$ cat src/rtl/frame_diff_pkg.sv
// Shared definitions for the frame-difference binarizer: default widths,
// pipeline latency and the statistics FSM state encoding.
package frame_diff_pkg;

    localparam int DATA_W_DEF = 8;
    localparam int CNT_W_DEF  = 20;

    // Data and sync signals leave the block this many clocks after entering.
    localparam int PIPE_LAT = 3;

    typedef enum logic {
        WAIT_SOF = 1'b0,
        IN_FRAME = 1'b1
    } stats_state_t;

    typedef struct packed {
        logic vsync;
        logic href;
        logic clken;
    } sync_t;

endpackage

$ cat src/rtl/frame_diff_stats.sv
// Per-frame changed-pixel statistics: saturating accumulator, frame FSM
// and the diff_count / motion_flag / frame_done output registers.
module frame_diff_stats
    import frame_diff_pkg::*;
#(
    parameter int              CNT_W      = CNT_W_DEF,
    parameter logic [CNT_W-1:0] MOTION_MIN = '0
) (
    input  logic             clk,
    input  logic             rst,
    input  logic             i_vsync_in,
    input  logic             i_vs2,
    input  logic             i_bit2,
    output logic [CNT_W-1:0] o_diff_count,
    output logic             o_motion_flag,
    output logic             o_frame_done
);

    stats_state_t     r_state;
    stats_state_t     w_next_state;
    logic             r_armed;
    logic             r_arm1;
    logic             r_arm2;
    logic             r_vs_eff_d;
    logic             w_vs_eff;
    logic             w_rise;
    logic             w_fall;
    logic             w_acc_load;
    logic             w_acc_inc;
    logic             w_capture;
    logic [CNT_W-1:0] r_acc;
    logic [CNT_W-1:0] r_diff_count;
    logic             r_motion_flag;
    logic             r_frame_done;

    // A frame only counts once vsync has been seen low after reset; the armed
    // bit travels alongside vsync so it lines up with the S2 copy.
    assign w_vs_eff = i_vs2 & r_arm2;
    assign w_rise   = w_vs_eff & ~r_vs_eff_d;
    assign w_fall   = ~w_vs_eff & r_vs_eff_d;

    always_ff @(posedge clk) begin
        if (rst) begin
            r_state <= WAIT_SOF;
        end else begin
            r_state <= w_next_state;
        end
    end

    // NOTE: every combinational output gets a default first so no path leaves
    // it unassigned and no latch is inferred.
    always_comb begin
        w_next_state = r_state;
        case (r_state)
            WAIT_SOF: if (w_rise) w_next_state = IN_FRAME;
            IN_FRAME: if (w_fall) w_next_state = WAIT_SOF;
        endcase
    end

    always_comb begin
        w_acc_load = 1'b0;
        w_acc_inc  = 1'b0;
        w_capture  = 1'b0;
        case (r_state)
            WAIT_SOF: w_acc_load = w_rise;
            IN_FRAME: begin
                if (w_fall) w_capture = 1'b1;
                else        w_acc_inc = 1'b1;
            end
        endcase
    end

    always_ff @(posedge clk) begin
        if (rst) begin
            r_armed       <= 1'b0;
            r_arm1        <= 1'b0;
            r_arm2        <= 1'b0;
            r_vs_eff_d    <= 1'b0;
            r_acc         <= '0;
            r_diff_count  <= '0;
            r_motion_flag <= 1'b0;
            r_frame_done  <= 1'b0;
        end else begin
            r_armed      <= r_armed | ~i_vsync_in;
            r_arm1       <= r_armed;
            r_arm2       <= r_arm1;
            r_vs_eff_d   <= w_vs_eff;
            r_frame_done <= w_capture;
            // The first pixel of a frame can share its cycle with the vsync rise.
            if (w_acc_load) begin
                r_acc <= CNT_W'(i_bit2);
            end else if (w_acc_inc && i_bit2 && (r_acc != '1)) begin
                r_acc <= r_acc + CNT_W'(1);
            end
            if (w_capture) begin
                r_diff_count  <= r_acc;
                r_motion_flag <= (r_acc > MOTION_MIN);
            end
        end
    end

    assign o_diff_count  = r_diff_count;
    assign o_motion_flag = r_motion_flag;
    assign o_frame_done  = r_frame_done;

endmodule

$ cat src/rtl/frame_diff_binarize.sv
// Frame-difference motion binarizer: |cur - pre| > per-frame threshold, 3-cycle
// pipeline with sync pass-through. Statistics are built only with FRAME_DIFF_STATS_EN.
module frame_diff_binarize
    import frame_diff_pkg::*;
#(
    parameter int DATA_W     = DATA_W_DEF,
    parameter int CNT_W      = CNT_W_DEF,
    parameter int MOTION_MIN = 1000
) (
    input  logic              clk,
    input  logic              rst,
    input  logic [DATA_W-1:0] Frame_Threshold,
    input  logic              per_frame_vsync,
    input  logic              per_frame_href,
    input  logic              per_frame_clken,
    input  logic [DATA_W-1:0] per_img_Y_cur,
    input  logic [DATA_W-1:0] per_img_Y_pre,
    output logic              post_frame_vsync,
    output logic              post_frame_href,
    output logic              post_frame_clken,
    output logic              post_img_Bit,
    output logic [CNT_W-1:0]  diff_count,
    output logic              motion_flag,
    output logic              frame_done
);

    localparam logic [CNT_W-1:0] MOTION_MIN_C = CNT_W'(MOTION_MIN);

    sync_t             w_sync_in;
    sync_t             r_sync [PIPE_LAT];
    logic [DATA_W-1:0] w_diff;
    logic              w_vs_rise;
    logic [DATA_W-1:0] r_thr_q;
    logic [DATA_W-1:0] r_diff_s1;
    logic              r_bit_s2;
    logic              r_bit_s3;

    assign w_sync_in = '{vsync: per_frame_vsync, href: per_frame_href, clken: per_frame_clken};
    assign w_diff    = (per_img_Y_cur >= per_img_Y_pre) ? (per_img_Y_cur - per_img_Y_pre)
                                                        : (per_img_Y_pre - per_img_Y_cur);
    assign w_vs_rise = per_frame_vsync & ~r_sync[0].vsync;

    // NOTE: non-blocking updates mean S2 still compares against the old thr_q on
    // the cycle the new one is latched, so in-flight pixels keep their frame's threshold.
    always_ff @(posedge clk) begin
        if (rst) begin
            r_thr_q   <= '0;
            r_diff_s1 <= '0;
            r_bit_s2  <= 1'b0;
            r_bit_s3  <= 1'b0;
            for (int i = 0; i < PIPE_LAT; i++) r_sync[i] <= '0;
        end else begin
            if (w_vs_rise) r_thr_q <= Frame_Threshold;
            r_diff_s1 <= w_diff;
            r_bit_s2  <= (r_diff_s1 > r_thr_q) & r_sync[0].clken;
            r_bit_s3  <= r_bit_s2;
            r_sync[0] <= w_sync_in;
            for (int i = 1; i < PIPE_LAT; i++) r_sync[i] <= r_sync[i-1];
        end
    end

    assign post_frame_vsync = r_sync[PIPE_LAT-1].vsync;
    assign post_frame_href  = r_sync[PIPE_LAT-1].href;
    assign post_frame_clken = r_sync[PIPE_LAT-1].clken;
    assign post_img_Bit     = r_bit_s3;

`ifdef FRAME_DIFF_STATS_EN
    frame_diff_stats #(
        .CNT_W      (CNT_W),
        .MOTION_MIN (MOTION_MIN_C)
    ) u_stats (
        .clk           (clk),
        .rst           (rst),
        .i_vsync_in    (per_frame_vsync),
        .i_vs2         (r_sync[1].vsync),
        .i_bit2        (r_bit_s2),
        .o_diff_count  (diff_count),
        .o_motion_flag (motion_flag),
        .o_frame_done  (frame_done)
    );
`else
    assign diff_count  = '0;
    // A zero count never exceeds an unsigned threshold, so this is constant 0.
    assign motion_flag = (diff_count > MOTION_MIN_C);
    assign frame_done  = 1'b0;
`endif

endmodule

$ cat config.mk
export PLATFORM = sky130hd
export DESIGN_NAME = frame_diff_binarize
export DESIGN_NICKNAME = d
export VERILOG_FILES = /design/src/rtl/frame_diff_pkg.sv /design/src/rtl/frame_diff_stats.sv /design/src/rtl/frame_diff_binarize.sv
export SDC_FILE = /design/constraint.sdc
export NUM_CORES = 1
export LEC_CHECK = 0
export ABC_AREA = 1
export BUFFER_PORTS_ARGS = -buffer_cell sky130_fd_sc_hd__buf_2
export CAP_MARGIN = 40
export CORE_UTILIZATION = 47
export DETAILED_ROUTE_END_ITERATION = 10
export PLACE_DENSITY = 0.74
export SLEW_MARGIN = 10
export SYNTH_ARGS = -nofsm -noshare
export SYNTH_HDL_FRONTEND = slang
export SYNTH_SLANG_ARGS = --single-unit
$ cat constraint.sdc
create_clock -name clk -period 1.7 [get_ports clk]
set_clock_uncertainty 0.15 [all_clocks]
set_input_delay 0.34 -clock clk [delete_from_list [all_inputs] [get_ports clk]]
set_output_delay 0.34 -clock clk [all_outputs]
set_load 0.05 [all_outputs]
==> flow_summary.toml <==
[sta]
clock.fmax_mhz = 615
tns_ns = 0
setup_viol = 0
slew_violations = 0
hold_ws_ns = 0.117
finalCriticalPeriod_ns = 1.62
fin_crit_sh = 0.956
finalHoldViolations = 0

[logic_synthesis]
syn_avg_cell_area_sq_um = 7.03
synthDistinctLibCells = 26
synth_top_area_frac = 0.274
yosys-top-cells-count = "60 x inv_1, 47 x nand2_1, 27 x dfxtp_1"
yosysMostFrequentCell = "inv_1"
yosys.area.top_type = "dfxtp_1"
synth-main-ff-cell = "dfxtp_1"
async_reset_ff_frac = 0
yosysSeqAreaShare = 0.274
synth_area_leaders = "dfxtp_1 27%, ha_1 15%, inv_1 11%, nand2_1 8.9%, buf_4 8.7%"
synth_warnings = 0
syn_area_sq_um = 1970
synth_edf_count = 0
syn_inst = 281
synth_seq_cells = 27

[outcome]
outcome = "finished, final reports clean"

[flow_run]
drv_cap = 0

[clock_tree]
numCtsBuffers = 3
cts.path.max_buffers = 2
postCtsHoldBufs = 0
clock-root-buffer = "clkbuf_8"
clock_latency_ns = 0.27
h-tree-depth = 1
clk_pin_slew_worst_paths_ns = 0.09
cts_tree = "yes"
clock_sinks = 27

[floorplan]
ioPinCount = 55
core-area_sq_um = 4030
start_util = 0.490
die_area_sq_um = 4460
die_h_um = 66.8
die_w_um = 66.8
row_count = 23

[global_routing]
grt_use_total = 0.174
overflow = 0
use_met1 = 0.208
grt_pass1_wl_um = 6090
busiest_layer = "met2"
grt_max_degree = 17
grt_antenna_before_repair = 0
grt_use_met2 = 0.321
grt_pass1_vias = 1546
use_met3 = 0.0120

[cells_and_area]
post_route_cells_drive_above_1_share = 0.257
syn_to_final_growth_pct = 20.1
fill_cells = 392
fin_nets = 386
final_cell_area_sq_um = 2370
n_antenna_cell = 0

[placed_design]
port_buffers = 32
place_congestion = 0.833
dpl_cell_area_sq_um = 2300
hpwl_um = 2940

[routing]
drc = 0
wl_um = 3460
drt-initial-drc-count = 32
first_pass_iters = 4
num_vias = 1680
wire_per_inst_um = 9.08
route.antenna.remaining_nets = 0
vias_per_cell = 4.41

[worst_hold_path]
hold_class = "in -> reg"

[power]
p_leak_nw = 1.32
p_total_mw = 1.73
ir_drop_v = 0.000345
power_density_nw_per_um2 = 731

[worst_setup_path]
worstPathRequired_ns = 1.73
critPathKind = "in -> reg"
end_kind = "flip-flop"
crit_fanout = 8
start_kind = "primary input"
cp.arrival_ns = 1.65
-- layout by cell type, fill, tap and decap left out, types with 2 or more instances in the layout --
cell type and instances:
inv_1 58, nand2_1 46, buf_2 32, dfxtp_1 27
nor2_1 24, conb_1 22, a21oi_1 21, buf_4 21
ha_1 18, nand3_1 12, o21ai_0 10, nand2_2 7
nand3_2 4, xor2_1 4, ha_4 4, clkbuf_8 3
inv_2 2, fa_2 2
-- stage by stage --
| step | setup WS [ns] | cells | util |
|---|---|---|---|
| final | 0.0753 | 381 | 0.589 |
| after global routing | -0.00425 | 381 | 0.589 |
| after detailed placement | -0.258 | 376 | 0.570 |
| after floorplan | 0.00376 | 302 | - |
| after global placement | -0.185 | 376 | 0.570 |
| after CTS | 0.0368 | 380 | 0.582 |
-- sequential cells by signal, summed over array words and instances, names as in the netlist --
name          cells
post_img_Bit      1
r_bit_s2          1
r_diff_s1         8
r_sync            9
r_thr_q           8
-- logic make-up (layout without fill, tap and decap cells) --
group,count (synthesis),count (layout),synth area share
AOI/OAI and AO/OA,36,36,0.0944
buffers and inverters,88,117,0.215
other,1,22,0.00190
DFF,27,27,0.274
and+or+nand+nor,99,99,0.227
xor gates and xnor gates,5,5,0.0222
adders and majority gates,25,25,0.166
-- final cells by class --
type | instances | area [sq um] | share of cell area
Clock buffer | 3 | 41.3 | 0.0174
Clock inverter | 1 | 7.51 | 0.00317
Inverter | 60 | 225 | 0.0950
Multi-Input combinational cell | 187 | 1180 | 0.496
Sequential cell | 27 | 541 | 0.228
Tap cell | 50 | 62.6 | 0.0264
Timing Repair Buffer | 53 | 318 | 0.134
-- what timing repair did --
item / CTS / global route
setup buffers: 0 / 1
gates resized for setup: 0 / 5
setup endpoints to repair: 0 / 5
hold endpoints to repair: 0 / 0
-- worst max-delay path, cell delays in order --
cell and delay (ns):
buf_2 0.10, inv_2 0.04, ha_4 0.15, fa_2 0.36
inv_1 0.07, nand2_2 0.06, nand2_2 0.08, nand3_2 0.11
nand3_4 0.13, nand3_2 0.09, nand2_1 0.06, nor2_1 0.05
-- path summary, 6_finish.rpt --
path	start	to	slack (ns)	cells after the start
max reg2reg	r_thr_q[7]	r_bit_s2	0.34	7
min reg2reg	r_sync[0][5]	r_sync[0][8]	0.25	2
max	per_img_Y_cur[0]	r_diff_s1[5]	0.08	12
min	per_frame_clken	r_sync[0][0]	0.12	3
-- metal layers --
layer,share of wire,vias up
li1,-,907
met1,0.44,730
met2,0.51,43
met3,0.045,0
met4,0,0
met5,0,-
-- where the power goes --
group / switching (mW) / internal, mW
Combinational: 0.415 / 0.256
Clock: 0.196 / 0.166
Sequential: 0.0160 / 0.685
(Power assumes the default switching activity.)
